--- src/rtl/exu_issue_ctrl_if.sv ---
// Decoder/EXU signal bundle for exu_issue_ctrl: decoded instruction, unit done
// pulses in; stall, unit start, writeback sequencing and status out.
interface exu_issue_ctrl_if;
  // Decoded instruction from the decoder
  logic       iValid;
  logic [1:0] iExuOp;
  logic       iEnWrite;
  logic [4:0] iAddrWrite;
  logic       iEnRead0;
  logic [4:0] iAddrRead0;
  logic       iEnRead1;
  logic [4:0] iAddrRead1;

  // Completion pulses from the multi-cycle units
  logic       iMduDone;
  logic       iFpuDone;

  // Controller outputs
  logic       oStall;
  logic       oMduStart;
  logic       oFpuStart;
  logic       oWbEn;
  logic [4:0] oWbAddr;
  logic       oWbSel;
  logic       oBusy;
  logic       oTimeout;

  // Decoder / EXU side
  modport master (
    output iValid, iExuOp, iEnWrite, iAddrWrite,
    output iEnRead0, iAddrRead0, iEnRead1, iAddrRead1,
    output iMduDone, iFpuDone,
    input  oStall, oMduStart, oFpuStart, oWbEn, oWbAddr, oWbSel, oBusy, oTimeout
  );

  // Issue controller side
  modport slave (
    input  iValid, iExuOp, iEnWrite, iAddrWrite,
    input  iEnRead0, iAddrRead0, iEnRead1, iAddrRead1,
    input  iMduDone, iFpuDone,
    output oStall, oMduStart, oFpuStart, oWbEn, oWbAddr, oWbSel, oBusy, oTimeout
  );
endinterface

--- src/rtl/exu_issue_ctrl.sv ---
// Issue controller for the MDU/FPU: one outstanding multi-cycle op, hazard stall, WB slot.
// Optional watchdog on the WAIT state enabled by defining EXU_TIMEOUT_EN.
module exu_issue_ctrl #(
  parameter int unsigned TIMEOUT_CYCLES = 64
) (
  input logic             iClk,
  input logic             iRst_n,
  exu_issue_ctrl_if.slave bus
);

  typedef enum logic [1:0] {
    StIdle  = 2'd0,
    StStart = 2'd1,
    StWait  = 2'd2,
    StWb    = 2'd3
  } state_e;

  localparam logic [1:0] OpMdu = 2'b01;
  localparam logic [1:0] OpFpu = 2'b10;

  if (TIMEOUT_CYCLES < 1) begin : gCfgCheck
    $error("exu_issue_ctrl: TIMEOUT_CYCLES must be at least 1");
  end

  state_e     stateQ, stateD;
  logic [4:0] pendAddrQ, pendAddrD;
  logic       pendEnQ, pendEnD;
  logic       pendSelQ, pendSelD;

  logic isMulti;
  logic hazard;
  logic unitDone;
  logic timeoutHit;

  assign isMulti = (bus.iExuOp == OpMdu) || (bus.iExuOp == OpFpu);

  // Register 0 is tracked like any other destination.
  assign hazard = pendEnQ & ((bus.iEnRead0 & (bus.iAddrRead0 == pendAddrQ)) |
                             (bus.iEnRead1 & (bus.iAddrRead1 == pendAddrQ)) |
                             (bus.iEnWrite & (bus.iAddrWrite == pendAddrQ)));

  // Only the unit that was launched can end the wait.
  assign unitDone = pendSelQ ? bus.iFpuDone : bus.iMduDone;

`ifdef EXU_TIMEOUT_EN
  localparam int unsigned     CntW     = $clog2(TIMEOUT_CYCLES + 1);
  localparam logic [CntW-1:0] CntLimit = CntW'(TIMEOUT_CYCLES);

  logic [CntW-1:0] cntQ, cntD;

  assign timeoutHit = (stateQ == StWait) && (cntQ == CntLimit);

  always_comb begin
    cntD = cntQ;
    if (stateQ == StStart) begin
      cntD = '0;
    end else if ((stateQ == StWait) && !unitDone && !timeoutHit) begin
      cntD = cntQ + CntW'(1);
    end
  end

  always_ff @(posedge iClk or negedge iRst_n) begin
    if (!iRst_n) begin
      cntQ <= '0;
    end else begin
      cntQ <= cntD;
    end
  end
`else
  assign timeoutHit = 1'b0;
`endif

  always_comb begin
    stateD     = stateQ;
    pendAddrD  = pendAddrQ;
    pendEnD    = pendEnQ;
    pendSelD   = pendSelQ;
    bus.oStall = 1'b0;
    case (stateQ)
      StIdle: begin
        if (bus.iValid && isMulti) begin
          pendAddrD = bus.iAddrWrite;
          pendEnD   = bus.iEnWrite;
          pendSelD  = (bus.iExuOp == OpFpu);
          stateD    = StStart;
        end
      end
      StStart: begin
        // A done pulse here cannot belong to this op; the unit has not seen start yet.
        bus.oStall = bus.iValid & (isMulti | hazard);
        stateD     = StWait;
      end
      StWait: begin
        bus.oStall = bus.iValid & (isMulti | hazard);
        if (unitDone) begin
          stateD = StWb;
        end else if (timeoutHit) begin
          pendEnD = 1'b0;
          stateD  = StIdle;
        end
      end
      StWb: begin
        // The writeback port belongs to the controller this cycle.
        bus.oStall = bus.iValid;
        stateD     = StIdle;
      end
      default: stateD = StIdle;
    endcase
  end

  always_ff @(posedge iClk or negedge iRst_n) begin
    if (!iRst_n) begin
      stateQ    <= StIdle;
      pendAddrQ <= '0;
      pendEnQ   <= 1'b0;
      pendSelQ  <= 1'b0;
    end else begin
      stateQ    <= stateD;
      pendAddrQ <= pendAddrD;
      pendEnQ   <= pendEnD;
      pendSelQ  <= pendSelD;
    end
  end

  assign bus.oMduStart = (stateQ == StStart) & ~pendSelQ;
  assign bus.oFpuStart = (stateQ == StStart) & pendSelQ;
  assign bus.oWbEn     = (stateQ == StWb) & pendEnQ;
  assign bus.oWbAddr   = (stateQ == StWb) ? pendAddrQ : 5'd0;
  assign bus.oWbSel    = (stateQ == StWb) & pendSelQ;
  assign bus.oBusy     = (stateQ != StIdle);
  assign bus.oTimeout  = timeoutHit;

endmodule

--- src/flat_wrapper.sv ---
// flat-port wrapper written by rule: the top's interface ports become plain ports
module exu_issue_ctrl_flat 
#(
  parameter int unsigned TIMEOUT_CYCLES = 64
)
  (iClk, iRst_n, bus_iValid, bus_iExuOp, bus_iEnWrite, bus_iAddrWrite, bus_iEnRead0, bus_iAddrRead0, bus_iEnRead1, bus_iAddrRead1, bus_iMduDone, bus_iFpuDone, bus_oStall, bus_oMduStart, bus_oFpuStart, bus_oWbEn, bus_oWbAddr, bus_oWbSel, bus_oBusy, bus_oTimeout);
  exu_issue_ctrl_if bus_i ();
  input logic iClk;
  input logic iRst_n;
  input wire logic [$bits(bus_i.iValid)-1:0] bus_iValid;
  input wire logic [$bits(bus_i.iExuOp)-1:0] bus_iExuOp;
  input wire logic [$bits(bus_i.iEnWrite)-1:0] bus_iEnWrite;
  input wire logic [$bits(bus_i.iAddrWrite)-1:0] bus_iAddrWrite;
  input wire logic [$bits(bus_i.iEnRead0)-1:0] bus_iEnRead0;
  input wire logic [$bits(bus_i.iAddrRead0)-1:0] bus_iAddrRead0;
  input wire logic [$bits(bus_i.iEnRead1)-1:0] bus_iEnRead1;
  input wire logic [$bits(bus_i.iAddrRead1)-1:0] bus_iAddrRead1;
  input wire logic [$bits(bus_i.iMduDone)-1:0] bus_iMduDone;
  input wire logic [$bits(bus_i.iFpuDone)-1:0] bus_iFpuDone;
  output wire logic [$bits(bus_i.oStall)-1:0] bus_oStall;
  output wire logic [$bits(bus_i.oMduStart)-1:0] bus_oMduStart;
  output wire logic [$bits(bus_i.oFpuStart)-1:0] bus_oFpuStart;
  output wire logic [$bits(bus_i.oWbEn)-1:0] bus_oWbEn;
  output wire logic [$bits(bus_i.oWbAddr)-1:0] bus_oWbAddr;
  output wire logic [$bits(bus_i.oWbSel)-1:0] bus_oWbSel;
  output wire logic [$bits(bus_i.oBusy)-1:0] bus_oBusy;
  output wire logic [$bits(bus_i.oTimeout)-1:0] bus_oTimeout;
  assign bus_i.iValid = bus_iValid;
  assign bus_i.iExuOp = bus_iExuOp;
  assign bus_i.iEnWrite = bus_iEnWrite;
  assign bus_i.iAddrWrite = bus_iAddrWrite;
  assign bus_i.iEnRead0 = bus_iEnRead0;
  assign bus_i.iAddrRead0 = bus_iAddrRead0;
  assign bus_i.iEnRead1 = bus_iEnRead1;
  assign bus_i.iAddrRead1 = bus_iAddrRead1;
  assign bus_i.iMduDone = bus_iMduDone;
  assign bus_i.iFpuDone = bus_iFpuDone;
  assign bus_oStall = bus_i.oStall;
  assign bus_oMduStart = bus_i.oMduStart;
  assign bus_oFpuStart = bus_i.oFpuStart;
  assign bus_oWbEn = bus_i.oWbEn;
  assign bus_oWbAddr = bus_i.oWbAddr;
  assign bus_oWbSel = bus_i.oWbSel;
  assign bus_oBusy = bus_i.oBusy;
  assign bus_oTimeout = bus_i.oTimeout;
  exu_issue_ctrl #(.TIMEOUT_CYCLES(TIMEOUT_CYCLES)) u_core (.iClk(iClk), .iRst_n(iRst_n), .bus(bus_i));
endmodule
--- config.mk ---
export PLATFORM = sky130hd
export DESIGN_NAME = exu_issue_ctrl_flat
export DESIGN_NICKNAME = d
export VERILOG_FILES = /design/src/rtl/exu_issue_ctrl_if.sv /design/src/rtl/exu_issue_ctrl.sv /design/src/flat_wrapper.sv
export SDC_FILE = /design/constraint.sdc
export NUM_CORES = 1
export LEC_CHECK = 0
export CAP_MARGIN = 0
export CORE_UTILIZATION = 38
export CTS_CLUSTER_SIZE = 12
export DETAILED_ROUTE_END_ITERATION = 8
export GPL_TIMING_DRIVEN = 0
export PLACE_DENSITY = 0.75
export SLEW_MARGIN = 30
export SYNTH_ARGS = -nofsm -noshare
export SYNTH_HDL_FRONTEND = slang
export SYNTH_SLANG_ARGS = --single-unit
--- constraint.sdc ---
create_clock -name iClk -period 1.7 [get_ports iClk]
set_input_delay 0.34 -clock iClk [delete_from_list [all_inputs] [get_ports iClk]]
set_output_delay 0.34 -clock iClk [all_outputs]
set_load 0.1 [all_outputs]
==> summary.md <==
| Metric | Value |
|---|---|
| Initial core utilization | 0.402 |
| Dpl cells | between 100 and 150 |
| Initial antenna violation count | 0 |
| CP Capture Type | output pin |
| Critical path's most frequent cell | inv_2 |
| # setup viols final | 6 |
| Non-filler cells, final | between 100 and 150 |
| FF-to-FF setup slack | roughly 0.30 ns |
| Post-Route Skew | 0.00210 ns |
| Switching Fraction | 0.513 |
| DR DRC count | 0 |
| Most used standard cell by instance count after synthesis | xor2_1 |
| Ys Warns | 0 |
| Top FF cell, synth | dfrtp_1 |
| Clk buf depth | 2 |
| Max cap viols | 0 |
| Most frequent cells after synthesis | xor2_1 (12), dfrtp_1 (9), and2_1 (7), mux2_2 (7) |
| Post-synth EDFFs | 0 |
| Internal power | about 1.2 mW |
| Reg clk slew, reported paths | ~0.06 ns |
| Area after DPL | 1120 um^2 |
| Crit path largest cell delay | about 0.47 ns |
| Seq pwr share | 0.202 |
| Die footprint | approximately 2000 um^2 |
| Max FO, Critical Path | 3 |
| Core Region | ~1700 um^2 |
| Synthesized cell area | between 600 and 700 um^2 |
| Crit path arrival time | around 1.8 ns |
| Worst r2r path cells | 6 |
| Synth Area in Adders | 0.0901 |
| Setup Crit Path Kind | input port to output pin |
| Via density | between 4 and 5 |
| FF-to-FF End | u_core.stateQ[1] |
| Synth area leader | dfrtp_1 |
| Clk sinks | 9 |
| Worst slack, placed | -1.38 ns |
| Total GRT Usage | 0.193 |
| Synth-to-Final Area Change | 96.0% |
| IO buf count | 35 |
| # nets final | 145 |
| Top cells by area, synth | dfrtp_1 (32%), xor2_1 (15%), mux2_2 (11%), ha_1 (9.0%), and2_1 (6.3%) |
| Pleak | between 0.5 and 0.6 nW |
| Final TNS setup | -0.634 ns |
| DR vias | ~660 |
| Pin count of the biggest net entering global routing | 10 |
| PD cells | approximately 1900 nW/um^2 |
| Comb power frac | 0.736 |
| Synth Area in Compound Gates | 0.0631 |
| CTS buffer count | 3 |
| Die height | about 45 um |
| Design area | approximately 1400 um^2 |
| Final period utilization | 1.26 |
| Simple-Gate Fraction of Synth Area | 0.162 |
| Number of fill cells | around 120 |
| VDD IR-drop max | 1.00 mV |
| Root Buffer | clkbuf_4 |
| Initial DRC count | 5 |
| Max Clock Freq | ~0.47 GHz |
| Detail Placement HPWL | around 1300 um |
| Total power | between 2 and 3 mW |
| Top cell type's share of synthesized area | 0.324 |
| First-pass GRT wire length | 2750 um |
| Post-route setup slack | -0.448 ns |
| Synth Instances | about 70 |
| Worst-skew pair later-pin latency | approximately 0.25 ns |
| Crit path max-delay cell type | clkdlybuf4s50_1 |
| Seq cells post-synth | 9 |
| Post-Route WL | around 1900 um |
| Largest family of logic cells by synthesized area | XOR/XNOR gates |
| Status | finished, violations left |
| I/O pin total | 37 |
| Share of layout cells above drive strength 1 | 0.491 |
| CP Data Required Time | ~1.4 ns |
| Register area share after synthesis | 0.324 |
| Minimum clock period | between 2 and 2.5 ns |
| H-tree Lvls | 1 |
| Mux contribution to synthesized area | 0.128 |
| Reg2reg start | u_core.stateQ[1] |
| Failing checks | negative setup slack |
| Max Slew Vio Count | 0 |
| Routed wire per std cell | between 10 and 15 um |
| Synth Area in XOR/XNOR | 0.189 |
| CP endpoint | bus_oStall |
| P_sw | ~1.3 mW |
| Row count | 15 |
| Part of the power in the clock network | 0.062 |
| Avg Cell Area, Syn | ~10 um^2 |
| Gp weighted congestion | 0.681 |
| TritonRoute pass-1 iters | 4 |
| ANT cells | 0 |
| Worst Setup Start Kind | input port |
| Worst Setup SP | bus_iExuOp[0] |
| Asr flop ratio synth | 1.00 |
| Final Hold Vio Count | 0 |
| Post-route ant nets | 0 |
| HP Class | input port to asynchronous set/reset pin |
| Setup repair after global routing missed its margin | true |
| CTS tree | built |
| Vias in the first global route | about 650 |
| Die Span X | about 45 um |
| Crit path cell chain | clkdlybuf4s50_1 > inv_2 > ha_4 > inv_2 > a311oi_2 > a31oi_4 > buf_12 |
| Net count of the mapped netlist | 99 |
| Yosys cell types | 22 |
| CTS Hold Bufs | 0 |
| Global route overflow | 0 |
## power groups by stage
| stage | logic [mW] | clock network (mW) | registers (mW) |
|---|---|---|---|
| 5_1_grt | 1.98 | 0.182 | 0.543 |
| 2_1_floorplan | 1.16 | 0 | 0.447 |
| 3_5_place_dp | 1.46 | 0 | 0.492 |
| 4_1_cts | 1.53 | 0.169 | 0.506 |
| 3_3_place_gp | 1.44 | 0 | 0.479 |
| 6_report | 1.88 | 0.159 | 0.516 |
## repair_timing
| action | CTS | global route |
|---|---|---|
| endpoints found under the setup margin | 18 | 16 |
| gates resized for setup | 90 | 37 |
| pin swaps | 10 | 10 |
| buffers inserted | 0 | 6 |
## worst max-delay path, delay by kind of cell
| family | cells | cell delay, ns |
|---|---|---|
| adder cells (fa/ha/maj) | 1 | 0.27 |
| AO/OA/AOI/OAI | 2 | 0.45 |
| buffers and inverters | 4 | 0.73 |
## logic make-up (layout without fill, tap and decap cells)
| logic type | count (synthesis) | after routing |
|---|---|---|
| fa+ha+maj | 5 | 5 |
| compound gates | 6 | 6 |
| mux | 8 | 8 |
| simple gates | 19 | 19 |
| flops | 9 | 9 |
| buf+inv | 6 | 51 |
| xor+xnor | 15 | 15 |
| other cells | 1 | 1 |
## how the worst min path moves through the flow
stage / from / endpoint / slack (ns) / depth (start not counted)
2_1_floorplan: iRst_n / u_core.pendAddrQ[0] / 0.04 / 0
3_3_place_gp: u_core.pendEnQ / u_core.pendEnQ / 0.50 / 1
3_5_place_dp: u_core.pendEnQ / u_core.pendEnQ / 0.55 / 1
4_1_cts: iRst_n / u_core.pendAddrQ[0] / 0.38 / 1
5_1_grt: bus_iAddrWrite[3] / u_core.pendAddrQ[3] / 0.40 / 2
6_report: iRst_n / u_core.stateQ[1] / 0.38 / 1
## through the flow
step                      hold slack [ns]  utilization
after global placement              0.496        0.647
after CTS                           0.381        0.684
after floorplan                    0.0444            -
after detailed placement            0.555        0.647
final                               0.377        0.788
after global routing                0.401        0.788
## per-layer routing
layer | track usage | vias up | routed length (um)
met5 | 0 | - | 0
met4 | 0.109 | 0 | 11
met3 | 0.0280 | 2 | 81
met2 | 0.306 | 22 | 978
met1 | 0.254 | 312 | 795
li1 | - | 319 | -
## placed cells by master, fill, tap and decap left out, types with 2 or more instances in the layout
master | netlist | layout
nand3_1 | 4 | 2
dfrtp_1 | 9 | 3
nand3_2 | 0 | 2
buf_4 | 1 | 4
inv_2 | 0 | 3
dlygate4sd2_1 | 0 | 6
mux2_2 | 7 | 7
xnor2_1 | 3 | 3
dlymetal6s2s_1 | 0 | 3
ha_1 | 5 | 2
nor4_2 | 0 | 2
dfrtp_2 | 0 | 6
nand2b_1 | 2 | 2
buf_12 | 0 | 7
and2_4 | 0 | 4
xor2_1 | 12 | 11
ha_4 | 0 | 3
clkdlybuf4s50_1 | 0 | 15
and2_2 | 1 | 3
clkbuf_4 | 0 | 3
buf_6 | 0 | 5
buf_8 | 0 | 2
## flip-flops by register name (all words and copies together), names as in the netlist
signal and flops:
u_core.pendSelQ 1, u_core.pendAddrQ 5, u_core.pendEnQ 1, u_core.stateQ 2
## area by class of cell
cell class / count / area, um^2 / share of cell area
plain buffers: 1 / 7.51 / 0.00551
clock buffers: 4 / 26.3 / 0.0193
inverters: 5 / 22.5 / 0.0165
multi-input cells: 54 / 552 / 0.405
flip-flops and latches: 9 / 233 / 0.171
well taps: 25 / 31.3 / 0.0230
repair buffers: 41 / 489 / 0.359
No activity file was read; power rests on OpenSTA's default activity.
